<file path="src/rtl/blake_msg_fifo.sv">
`timescale 1ns/1ps
// Purpose: DEPTH-slot message-block queue feeding an active message register for the Blake-512 rounds.
// Latency: a pushed block can be popped the next cycle; a popped block shows on msg_out one cycle after init_round.
// Backpressure: din_ready drops when all DEPTH slots are full; a same-cycle pop does not reopen it.
//
// Ports:
//   clk, rstb (async, active-high), clr (sync flush of queue, active register and error flags)
//   din/din_valid/din_ready : push handshake; swap_en byte-reverses each 64-bit lane on push
//   init_round              : pop head into msg_out (ignored while round_ing or queue empty)
//   round_ing               : rounds are consuming msg_out; the active register is locked
//   msg_out/msg_valid       : active message register and its valid flag
//   count                   : queued blocks, not counting the active register
//   err_underflow, err_busy : sticky flags for rejected init_round pulses
module blake_msg_fifo #(
    parameter int MSG_W = 640,
    parameter int DEPTH = 2,
    parameter int CNT_W = $clog2(DEPTH + 1)
) (
    input  logic             clk,
    input  logic             rstb,
    input  logic             clr,
    input  logic [MSG_W-1:0] din,
    input  logic             din_valid,
    output logic             din_ready,
    input  logic             swap_en,
    input  logic             init_round,
    input  logic             round_ing,
    output logic [MSG_W-1:0] msg_out,
    output logic             msg_valid,
    output logic [CNT_W-1:0] count,
    output logic             err_underflow,
    output logic             err_busy
);

    localparam int PTR_W = (DEPTH > 1) ? $clog2(DEPTH) : 1;
    localparam int LANES = MSG_W / 64;
    localparam logic [CNT_W-1:0] FULL = CNT_W'(DEPTH);

    logic [MSG_W-1:0] slot [DEPTH];
    logic [PTR_W-1:0] wr_ptr;
    logic [PTR_W-1:0] rd_ptr;
    logic [MSG_W-1:0] din_sw;
    logic             do_push;
    logic             do_pop;
    logic             q_empty;

    // Ready depends on registered count only, so there is no path from init_round to din_ready.
    assign din_ready = (count != FULL);
    assign q_empty   = (count == '0);

    // clr discards any same-cycle transfer so the flush lands on a clean state.
    assign do_push = din_valid && din_ready && !clr;
    assign do_pop  = init_round && !round_ing && !q_empty && !clr;

    // Lane-wise endianness swap; lane order is preserved, bytes within each lane reversed.
    always_comb begin
        din_sw = din;
        if (swap_en) begin
            for (int l = 0; l < LANES; l++) begin
                for (int b = 0; b < 8; b++) begin
                    din_sw[64*l + 8*b +: 8] = din[64*l + 8*(7-b) +: 8];
                end
            end
        end
    end

    // Slot storage needs no reset: a slot is only read after it has been written.
    always_ff @(posedge clk) begin
        if (do_push) begin
            slot[wr_ptr] <= din_sw;
        end
    end

    always_ff @(posedge clk or posedge rstb) begin
        if (rstb) begin
            wr_ptr        <= '0;
            rd_ptr        <= '0;
            count         <= '0;
            msg_out       <= '0;
            msg_valid     <= 1'b0;
            err_underflow <= 1'b0;
            err_busy      <= 1'b0;
        end else if (clr) begin
            wr_ptr        <= '0;
            rd_ptr        <= '0;
            count         <= '0;
            msg_out       <= '0;
            msg_valid     <= 1'b0;
            err_underflow <= 1'b0;
            err_busy      <= 1'b0;
        end else begin
            // DEPTH is a power of two, so natural pointer overflow is the modulo wrap.
            if (do_push) begin
                wr_ptr <= wr_ptr + PTR_W'(1);
            end
            // The pop reads the pre-edge head, so with one entry queued a concurrent
            // push can never be the block that lands in msg_out.
            if (do_pop) begin
                rd_ptr    <= rd_ptr + PTR_W'(1);
                msg_out   <= slot[rd_ptr];
                msg_valid <= 1'b1;
            end
            case ({do_push, do_pop})
                2'b10:   count <= count + CNT_W'(1);
                2'b01:   count <= count - CNT_W'(1);
                default: count <= count;
            endcase
            if (init_round && q_empty) begin
                err_underflow <= 1'b1;
            end
            if (init_round && round_ing) begin
                err_busy <= 1'b1;
            end
        end
    end

endmodule

</file>
<file path="config.mk">
export PLATFORM = sky130hd
export DESIGN_NAME = blake_msg_fifo
export DESIGN_NICKNAME = d
export VERILOG_FILES = /design/src/rtl/blake_msg_fifo.sv
export SDC_FILE = /design/constraint.sdc
export NUM_CORES = 2
export LEC_CHECK = 0
export BUFFER_PORTS_ARGS = -buffer_cell sky130_fd_sc_hd__buf_2
export CORE_UTILIZATION = 30
export DETAILED_ROUTE_END_ITERATION = 16
export PLACE_DENSITY_LB_ADDON = 0.2
export SETUP_SLACK_MARGIN = 0.15
export SYNTH_ARGS = -nofsm -noshare
export SYNTH_HDL_FRONTEND = slang
export SYNTH_SLANG_ARGS = --single-unit
export TNS_END_PERCENT = 50
</file>
<file path="constraint.sdc">
create_clock -name clk -period 143.4 [get_ports clk]
set_input_delay 28.68 -clock clk [delete_from_list [all_inputs] [get_ports clk]]
set_output_delay 28.68 -clock clk [all_outputs]
set_load 0.01 [all_outputs]
</file>
==> results <==
- The number of cells traversed by the worst register-to-register path is 9.
- The worst setup skew after layout is 0.1017 ns.
- The largest total area in the synthesized netlist belongs to edfxtp_1.
- After routing, the total negative slack on setup checks comes to 0 ns.
- The first global-routing pass estimated 378.7 mm of wire.
- Of the post-synthesis cell area, the dominant cell type holds 47.71%.
- In this run, post-CTS hold repair placed 0 buffers.
- Once routing completed, OpenROAD measured the worst setup slack at 110.42 ns.
- The number of nets in the final layout is 6772.
- Dividing the detail-routed via count by the number of cells gives 5.009.
- The setup check on the worst reg-to-reg path leaves a slack of 137.89 ns.
- The maximum ir drop on the vdd rail is 0.00001029 V.
- For this block, the routed nets add up to 268.4 mm of wire.
- The congestion estimate from routability-driven global placement came to 0.8173.
- The worst hold endpoint is err_underflow$_DFFE_PP0P_.
- Counting flops and latches in the post-synthesis netlist gives 1927.
- The mean post-synth cell area is 16.29 sq um.
- In this run the power density over the cells is 13.57 mW/mm^2.
- The H-tree was split into 4 levels.
- The number of antenna violations at the first check in global routing was 178.
- The category of the most critical setup path is input port to flop.
- The number of global-route vias before repair is 50375.
- The mapped netlist covers 0.08057 sq mm.
- The number of top-level pins is 1293.
- The die covers 0.2706 sq mm.
- The number of nets handed over by synthesis was 5594.
- From left edge to right edge, the die measures 520.2 microns.
- Yosys attributes the largest share of cell area to edfxtp_1, dfrtp_1, mux2_2, mux2i_1, a211oi_1.
- The number of failing hold endpoints at the final stage came to 0.
- In the routed design, unresolved DRC markers number 0.
- The worst hold-check path type is flop to flop.
- The die is 520.2 microns tall.
- CTS saw 1927 sinks.
- STA classifies the critical path endpoint as a flop.
- The cell depth of the worst hold path is 2.
- The starting DRC count in detailed routing is 2932.
- The count of endpoints failing setup in the final report is 0.
- The number of buffers on the longest clock path is 4.
- The async set or reset register ratio after synthesis is 33.58%.
- The endpoint required time on the critical path is 143.96 ns.
- The most used flip-flop cell after synthesis is edfxtp_1.
- Of all nets on the critical path, the largest fanout is 86.
- The aggregate global-route resource usage is 19.11%.
- The startpoint identified for the worst register-to-register timing path is count[1]$_DFFE_PP0P_.
- Once the clock tree was built, the setup fixing pass inserted 0 buffers.
- Synthesis handed over a netlist of 4947 instances.
- The number of different library cells in the post-synthesis netlist is 32.
- Post-CTS repair changed the size of 0 cells.
- The count of buffers added on input and output ports is 1292.
- The worst hold path begins at err_underflow$_DFFE_PP0P_.
- The clock slew seen by the registers of the worst setup and hold paths is 0.06 ns.
- In this run, synthesis inferred 1280 flip-flops with an integrated enable.
- The detail route stage leaves a number of antenna-violating nets equal to 0.
- The post-DP HPWL is 177.7 mm.
- The achievable clock frequency is 30.32 MHz.
- The number of iterations in the first detailed-routing pass is 7.
- The flow ran to the end, and the final reports show no timing, DRC or antenna violations.
- The clock insertion delay at the later pin of the skew report is 0.88 ns.
- The clock tree from TritonCTS is done.
- At the pin with the least slew margin, the transition time is 1.183 ns.
- For this design the static power due to leakage is 35.69 nW.
- Detailed routing inserted a total of 49552 vias.
- Data on the critical path arrives at its endpoint at 33.54 ns.
- The pre-CTS worst setup slack is 109.42 ns.
- The worst reg2reg path endpoint is slot[0][556]$_DFFE_PP_.
- The total of max-cap violations is 0.
- The tightest slew margin relative to the limit is 21.15%.
- Of the available clock period, the critical path in the final layout requires 23.00%.
- Setup repair after global routing left no endpoint under its margin.
- The number of pins exceeding their max-slew limit in the final report is 0.
- Sequential elements use 67.80% of the synthesized area.
- The clock tree root driver cell is clkbuf_16.
- In the final routed layout, each cell accounts on average for 27.13 microns.
- The Yosys step of the flow raised 0 warnings.
- The final critical-path required period is 32.98 ns.
- The share of final-layout standard cells stronger than drive strength 1 is 43.29%.
- The maximum number of pins on one net before global-route repair is 158.
- The total overflow left after global routing is 0.
- The number of clock buffers added by TritonCTS is 222.
- The worst setup path is launched from an input port.
- The area of the core is 0.2660 sq mm.
- The count of standard-cell rows is 189.
- The layout overhead on the synthesized area is 20.56%.
- For this configuration, the core starts out at a cell density of 30.29%.
==> critical path, stage by stage <==
cell and delay (ns):
buf_8 0.42, buf_4 0.79, buf_4 0.75, buf_4 0.70, buf_4 0.66, buf_4 0.80
mux2_2 0.44
==> cells in the final DEF, fill, tap and decap left out, drive strengths merged, types with 2 or more instances in the layout <==
master,n
clkinvlp,5
edfxtp,1280
or3,2
nand2,2
a21oi,646
nor2,5
a211oi,640
bufinv,13
mux2,640
clkbuf,319
mux2i,640
diode,51
o21ai,4
buf,1382
clkinv,62
dfrtp,647
inv,12
==> layer usage <==
metal	up-vias	part of all wire [%]	wire length, microns	GRT usage, %
met3	578	8.5	22790	6.522
met2	1640	47	127000	31.10
li1	21775	-	-	-
met5	-	0.24	634	0
met4	100	3.4	9082	6.450
met1	25459	41	108900	23.60
==> flip-flops by register name, indices dropped and copies added (netlist names) <==
signal         count
slot            1280
msg_valid          1
msg_out          640
count              2
rd_ptr             1
err_underflow      1
wr_ptr             1
err_busy           1
==> stage by stage <==
step | power (mW) | instance area (sq um) | instances | util [%] | hold slack, ns
floorplan | 0.7426 | 80570 | 4947 | - | 0.5263
global placement | 0.7715 | 89880 | 9434 | 33.79 | 0.4834
detailed placement | 0.7737 | 89880 | 9434 | 33.79 | 0.4923
CTS | 1.336 | 97010 | 9842 | 36.46 | 0.5071
global route | 1.365 | 97090 | 9874 | 36.49 | 0.5668
finish | 1.318 | 97130 | 9893 | 36.51 | 0.5032
==> logic make-up (layout without fill, tap and decap cells) <==
family                 count (synthesis)  in the layout  share of synthesized area, %
AO/OA/AOI/OAI                       1292           1292                         12.15
buffers and inverters                431           1793                         3.034
flip-flops                          1927           1927                         67.80
multiplexers                        1280           1280                         16.90
other                                  0             51                             0
AND/OR/NAND/NOR                       17             17                        0.1227
==> cell usage after synthesis (3+ instances only) <==
cell and count:
buf_6 28, clkbuf_1 85, a21oi_2 190, nor2_1 4
o21ai_0 4, mux2_2 640, buf_2 242, buf_4 59
a211oi_1 440, buf_8 3, clkbuf_4 7, edfxtp_1 1280
dfrtp_1 647, mux2i_1 640, a211oi_2 200, a21oi_1 456
inv_1 3
==> power breakdown <==
group / internal, mW / total (mW) / switching, mW
Clock: 0.325 / 0.557 / 0.232
Sequential: 0.623 / 0.632 / 0.00917
Combinational: 0.0452 / 0.129 / 0.0836
==> cell type report <==
cell class | instances | area (sq um)
Antenna cell | 51 | 127.6
Clock buffer | 319 | 6230
Clock inverter | 89 | 893.4
Fill cell | 25526 | 168900
Inverter | 3 | 18.77
Multi-Input combinational cell | 2589 | 23510
Sequential cell | 1927 | 54630
Tap cell | 3533 | 4420
Timing Repair Buffer | 1382 | 7300
==> worst max-delay path by stage <==
stage / slack [ns] / end / start / cells past startpoint
finish: 110.42 / slot[1][278]$_DFFE_PP_ / swap_en / 7
global route: 110.13 / slot[0][274]$_DFFE_PP_ / swap_en / 7
CTS: 110.34 / slot[0][146]$_DFFE_PP_ / swap_en / 7
detailed placement: 109.42 / slot[0][278]$_DFFE_PP_ / swap_en / 7
global placement: 109.47 / slot[0][298]$_DFFE_PP_ / swap_en / 7
floorplan: 65.65 / slot[1][0]$_DFFE_PP_ / clr / 3
No activity file was read; power rests on OpenSTA's default activity.
